[src/rtl/pipelined_cla_addsub.sv]
// Pipelined carry-lookahead adder/subtractor built from 4-bit lookahead groups.
// Optional output clamping on signed overflow is enabled by defining CLA_SATURATE_EN.
module pipelined_cla_addsub #(
  parameter int WIDTH  = 16,
  parameter int STAGES = 2
) (
  input  logic             clk,
  input  logic             rst,
  input  logic             in_valid,
  output logic             in_ready,
  input  logic [WIDTH-1:0] a,
  input  logic [WIDTH-1:0] b,
  input  logic             cin,
  input  logic             sub,
  output logic             out_valid,
  input  logic             out_ready,
  output logic [WIDTH-1:0] sum,
  output logic             cout,
  output logic             ovf
);

  localparam int GROUPS = WIDTH / 4;
  localparam int BASE   = GROUPS / STAGES;
  localparam int EXTRA  = GROUPS % STAGES;
  localparam int LAST   = STAGES - 1;

  // First group handled by stage s; lower stages absorb the remainder groups.
  function automatic int grp_lo(input int s);
    return s * BASE + ((s < EXTRA) ? s : EXTRA);
  endfunction

  // 4-bit lookahead group: returns {carry_out, sum[3:0]}.
  function automatic logic [4:0] cla4(input logic [3:0] x, input logic [3:0] y, input logic ci);
    logic [3:0] g, p;
    logic [4:0] c;
    g    = x & y;
    p    = x ^ y;
    c[0] = ci;
    c[1] = g[0] | (p[0] & ci);
    c[2] = g[1] | (p[1] & g[0]) | (p[1] & p[0] & ci);
    c[3] = g[2] | (p[2] & g[1]) | (p[2] & p[1] & g[0]) | (p[2] & p[1] & p[0] & ci);
    c[4] = g[3] | (p[3] & g[2]) | (p[3] & p[2] & g[1]) | (p[3] & p[2] & p[1] & g[0])
         | (p[3] & p[2] & p[1] & p[0] & ci);
    return {c[4], p ^ c[3:0]};
  endfunction

`ifdef CLA_SATURATE_EN
  function automatic logic [WIDTH-1:0] saturate(input logic [WIDTH-1:0] s, input logic o,
                                                input logic a_msb);
    if (o) return a_msb ? {1'b1, {(WIDTH-1){1'b0}}} : {1'b0, {(WIDTH-1){1'b1}}};
    return s;
  endfunction
`endif

  logic [WIDTH-1:0] a_p   [STAGES];
  logic [WIDTH-1:0] b_p   [STAGES];
  logic [WIDTH-1:0] sum_p [STAGES];
  logic             c_p   [STAGES];
  logic             vld_p [STAGES];
  logic             ovf_p;

  logic [WIDTH-1:0] src_a  [STAGES];
  logic [WIDTH-1:0] src_b  [STAGES];
  logic [WIDTH-1:0] src_s  [STAGES];
  logic             src_c  [STAGES];
  logic [WIDTH-1:0] nx_sum [STAGES];
  logic             nx_c   [STAGES];
  logic [WIDTH-1:0] fin_sum;
  logic             nx_ovf;
  logic [WIDTH-1:0] grp_s;
  logic [4:0]       grp_r;
  logic             grp_c;
  logic             advance;

  assign out_valid = vld_p[LAST];
  assign advance   = !out_valid || out_ready;
  assign in_ready  = advance;

  always_comb begin
    grp_s = '0;
    grp_r = '0;
    grp_c = 1'b0;
    // Stage 0 sees the port operands with B already inverted for subtract.
    src_a[0] = a;
    src_b[0] = sub ? ~b : b;
    src_s[0] = '0;
    src_c[0] = sub | cin;
    for (int s = 1; s < STAGES; s++) begin
      src_a[s] = a_p[s-1];
      src_b[s] = b_p[s-1];
      src_s[s] = sum_p[s-1];
      src_c[s] = c_p[s-1];
    end
    for (int s = 0; s < STAGES; s++) begin
      grp_c = src_c[s];
      grp_s = src_s[s];
      for (int g = 0; g < GROUPS; g++) begin
        if (g >= grp_lo(s) && g < grp_lo(s + 1)) begin
          grp_r = cla4(src_a[s][4*g +: 4], src_b[s][4*g +: 4], grp_c);
          grp_s[4*g +: 4] = grp_r[3:0];
          grp_c = grp_r[4];
        end
      end
      nx_sum[s] = grp_s;
      nx_c[s]   = grp_c;
    end
    nx_ovf = (src_a[LAST][WIDTH-1] == src_b[LAST][WIDTH-1]) &&
             (nx_sum[LAST][WIDTH-1] != src_a[LAST][WIDTH-1]);
`ifdef CLA_SATURATE_EN
    fin_sum = saturate(nx_sum[LAST], nx_ovf, src_a[LAST][WIDTH-1]);
`else
    fin_sum = nx_sum[LAST];
`endif
  end

  // Stage registers: valid bits are reset, data just follows the global advance.
  always_ff @(posedge clk or posedge rst) begin
    if (rst) begin
      for (int s = 0; s < STAGES; s++) vld_p[s] <= 1'b0;
    end else if (advance) begin
      vld_p[0] <= in_valid;
      for (int s = 1; s < STAGES; s++) vld_p[s] <= vld_p[s-1];
    end
  end

  always_ff @(posedge clk) begin
    if (advance) begin
      for (int s = 0; s < STAGES; s++) begin
        a_p[s]   <= src_a[s];
        b_p[s]   <= src_b[s];
        c_p[s]   <= nx_c[s];
        sum_p[s] <= (s == LAST) ? fin_sum : nx_sum[s];
      end
      ovf_p <= nx_ovf;
    end
  end

  // Outputs read as zero whenever nothing valid is presented, including during reset.
  assign sum  = out_valid ? sum_p[LAST] : '0;
  assign cout = out_valid & c_p[LAST];
  assign ovf  = out_valid & ovf_p;

endmodule

[config.mk]
export PLATFORM = sky130hd
export DESIGN_NAME = pipelined_cla_addsub
export DESIGN_NICKNAME = d
export VERILOG_FILES = /design/src/rtl/pipelined_cla_addsub.sv
export SDC_FILE = /design/constraint.sdc
export NUM_CORES = 1
export LEC_CHECK = 0
export ABC_AREA = 1
export BUFFER_PORTS_ARGS = -buffer_cell sky130_fd_sc_hd__buf_2
export CAP_MARGIN = 20
export CORE_MARGIN = 3
export CORE_UTILIZATION = 49
export CTS_BUF_LIST = sky130_fd_sc_hd__clkbuf_8 sky130_fd_sc_hd__clkbuf_16
export CTS_CLUSTER_SIZE = 20
export DETAILED_ROUTE_END_ITERATION = 8
export PLACE_DENSITY = 0.74
export SLEW_MARGIN = 20
export SYNTH_ARGS = -nofsm -noshare
export SYNTH_HDL_FRONTEND = slang
export SYNTH_SLANG_ARGS = --single-unit
export TNS_END_PERCENT = 5
[constraint.sdc]
create_clock -name clk -period 2.3 [get_ports clk]
set_input_delay 0.115 -clock clk [delete_from_list [all_inputs] [get_ports clk]]
set_output_delay 0.115 -clock clk [all_outputs]
set_load 0.005 [all_outputs]
==> summary.txt <==
Die
  • Die ar.: 5920 µm²
  • IO Pins: 58
  • Initial core utilization: 0.515
  • Core Rows: 25
  • Chip Width: 76.9 µm
  • Height of the die: 76.9 µm
  • Core area: 4790 µm²

Worst setup path
  • Max Fanout on Critical Path: 3
  • CP arrival: 1.87 ns
  • CP max-delay cell: edfxtp_1
  • CP peak stage delay: 0.38 ns
  • Setup Crit Path Kind: reg2reg
  • CP startpoint kind: flop
  • Req. time, crit path: 2.34 ns
  • Crit path cell chain: ha_1, nand2_1, inv_1, nand3_1, nand2_1, inv_1, fa_1, xnor2_1
  • Critical path capture point type: flop

Place
  • Placed Cells: 356
  • HPWL after DPL: 3000 µm
  • Placer's final routability congestion estimate: 0.759
  • # port buffers: 57

Synthesis
  • #FFs+latches synth: 45
  • Count leader, synth: inv_1
  • Register area share after synthesis: 0.544
  • Ys flop type: edfxtp_1
  • Gate Count Post-Synth: 233
  • Synth area leader: edfxtp_1
  • Syn_area_per_cell: 10.6 µm²
  • Yosys warnings: 0
  • Syn_nets: 291
  • Mapped Area: 2460 µm²
  • Ranking of synthesized cells by instance count: inv_1 (52), nand2_1 (50), edfxtp_1 (43)
  • Synth area leaders: edfxtp_1 (52%), ha_1 (8.1%), inv_1 (7.9%)
  • Synth top area share: 0.524
  • EDFF count, synth: 43
  • Netlist cell types: 25
  • Asr flop ratio synth: 0.0444

Global routing
  • Pin count of the biggest net entering global routing: 29
  • Vias in the first global route: 1687
  • All-layer global routing usage: 0.148
  • Grt total ovfl: 0
  • First-pass GRT wire length: 6890 µm
  • Initial antenna violation count: 0

Pwr
  • Cell Pwr Density: 747 nW/µm²
  • Max VDD drop: 355 µV
  • Pleak: 1.58 nW

Drt
  • DR vias: 1685
  • Initial DRC Count: 66
  • Final WL: 3970 µm
  • Wire length on met2: 2140 µm
  • WL met3: 224 µm
  • DR pass1 iterations: 4
  • Vias per cell: 4.53
  • Drt wl/cell: 10.7 µm
  • Antenna Nets Post-Route: 0
  • Top Layer Used: met4
  • M1 wire length: 1500 µm
  • DRC: 0

Clocking
  • CTS Root Cell: clkbuf_8
  • Clock Sinks: 45
  • Setup Buffers After CTS: 0
  • Hold-fix buffers, CTS: 6
  • TritonCTS Buffers: 5
  • Post-CTS Resized: 0
  • CTS tree: done
  • CTS max path bufs: 2
  • Clock Latency Late Sink: 0.29 ns
  • Clk pin slew, worst setup/hold paths: 0.08 ns
  • H-tree depth: 2

Finish
  • Fillers: 397
  • Finished Layout Cells: 372
  • # diodes: 0
  • Fraction of layout cells with a size suffix above 1: 0.246
  • Synthesis-to-layout area growth: 21.8%
  • Final net count: 362

STA
  • Rel. slew slack: 0.655
  • Fin. max-slew vios: 0
  • Fmax: 0.549 GHz
  • Skew final: 0.00459 ns
  • Min cycle time layout: 1.82 ns
  • Unrepaired setup endpoints after global routing: no
  • Actual slew at the worst max-slew pin: 0.515 ns
  • Tcrit/Tclk final: 0.792
  • Hold Fails Final Rpt: 0
  • Final setup viols: 0
  • Setup TNS Final: 0 ns

Flow run
  • Max-Cap Viols: 0

Run status
  • Status: complete, no violations

Min path
  • HP Class: in2reg
path summary, 6_finish.rpt:
kind | from | end | slack (ns) | depth (start not counted)
max | a_p[0][11]$_DFFE_PP_ | sum_p[0][29]$_DFFE_PP_ | 0.48 | 8
min | a[12] | a_p[0][12]$_DFFE_PP_ | 0.02 | 1
max reg2reg | a_p[0][11]$_DFFE_PP_ | sum_p[0][29]$_DFFE_PP_ | 0.48 | 8
min reg2reg | sum_p[0][4]$_DFFE_PP_ | sum_p[0][20]$_DFFE_PP_ | 0.42 | 0
max in group asynchronous | rst | out_valid$_DFFE_PP0P_ | 1.99 | 3
min in group asynchronous | rst | vld_p[1]$_DFFE_PP0P_ | 0.21 | 3
state kept, by name, indices dropped and copies added, names as in the netlist:
register,cells
b_p,8
ovf_p,1
sum_p,24
vld_p,1
a_p,8
out_valid,1
c_p,2
worst max-delay path: cells and delay by family (launching register included):
family / cells / cell delay [ns]
adder cells (fa/ha/maj): 2 / 0.71
flip-flops: 1 / 0.38
AND/OR/NAND/NOR: 3 / 0.22
XOR/XNOR: 1 / 0.14
buffers and inverters: 2 / 0.11
stage by stage:
stage                util  power [mW]  hold WS [ns]  area, µm²  setup slack (ns)
floorplan               -        1.61        -0.144       2460             0.253
global placement    0.594        1.78       -0.0375       2840             0.263
detailed placement  0.594        1.82       -0.0358       2840             0.197
CTS                 0.623        2.27       0.00238       2980             0.462
global route        0.627        2.41       0.00884       3000             0.371
finish              0.627        2.24        0.0174       3000             0.477
placed cells by master (no fill, tap or decap):
| cell type | Yosys | routed |
|---|---|---|
| nand2_2 | 3 | 4 |
| ha_1 | 16 | 16 |
| buf_12 | 0 | 1 |
| clkbuf_8 | 0 | 5 |
| buf_4 | 1 | 2 |
| and3_1 | 1 | 1 |
| nand3_1 | 8 | 8 |
| a21o_1 | 1 | 1 |
| a21oi_1 | 7 | 7 |
| a31oi_1 | 1 | 1 |
| fa_1 | 4 | 4 |
| dlygate4sd3_1 | 0 | 8 |
| and2_1 | 1 | 1 |
| nor2_1 | 6 | 6 |
| o21ai_0 | 2 | 2 |
| nor2_4 | 1 | 1 |
| inv_1 | 52 | 55 |
| inv_2 | 1 | 1 |
| edfxtp_1 | 43 | 43 |
| o21bai_1 | 1 | 1 |
| xor2_1 | 17 | 17 |
| dfrtp_1 | 2 | 2 |
| nand2_1 | 50 | 49 |
| a21oi_2 | 2 | 2 |
| nand3_2 | 2 | 2 |
| buf_2 | 2 | 57 |
| xnor2_1 | 8 | 8 |
cell families after synthesis:
logic type	synth area share
buffers and inverters	0.0924
AND/OR/NAND/NOR	0.127
flip-flops	0.544
AO/OA/AOI/OAI	0.0340
adder cells (fa/ha/maj)	0.114
XOR/XNOR	0.0888
final cells by class:
cell class | count | area (µm²) | area share
repair buffers | 68 | 400 | 0.133
well taps | 67 | 83.8 | 0.0279
flip-flops and latches | 45 | 1340 | 0.447
clock buffers | 5 | 68.8 | 0.0229
inverters | 53 | 199 | 0.0663
multi-input cells | 131 | 898 | 0.299
clock inverters | 3 | 11.3 | 0.00375
layer usage:
layer  GRT usage  vias up
li1            -      871
met1       0.155      763
met2       0.272       44
met3      0.0376        7
met4      0.0743        0
met5           0        -
power by group:
part / internal [mW] / switching (mW) / total (mW)
registers: 1.13 / 0.0460 / 1.17
logic: 0.281 / 0.342 / 0.623
clock network: 0.203 / 0.242 / 0.444
total: 1.61 / 0.629 / 2.24
Power figures use the tool's default switching activity.
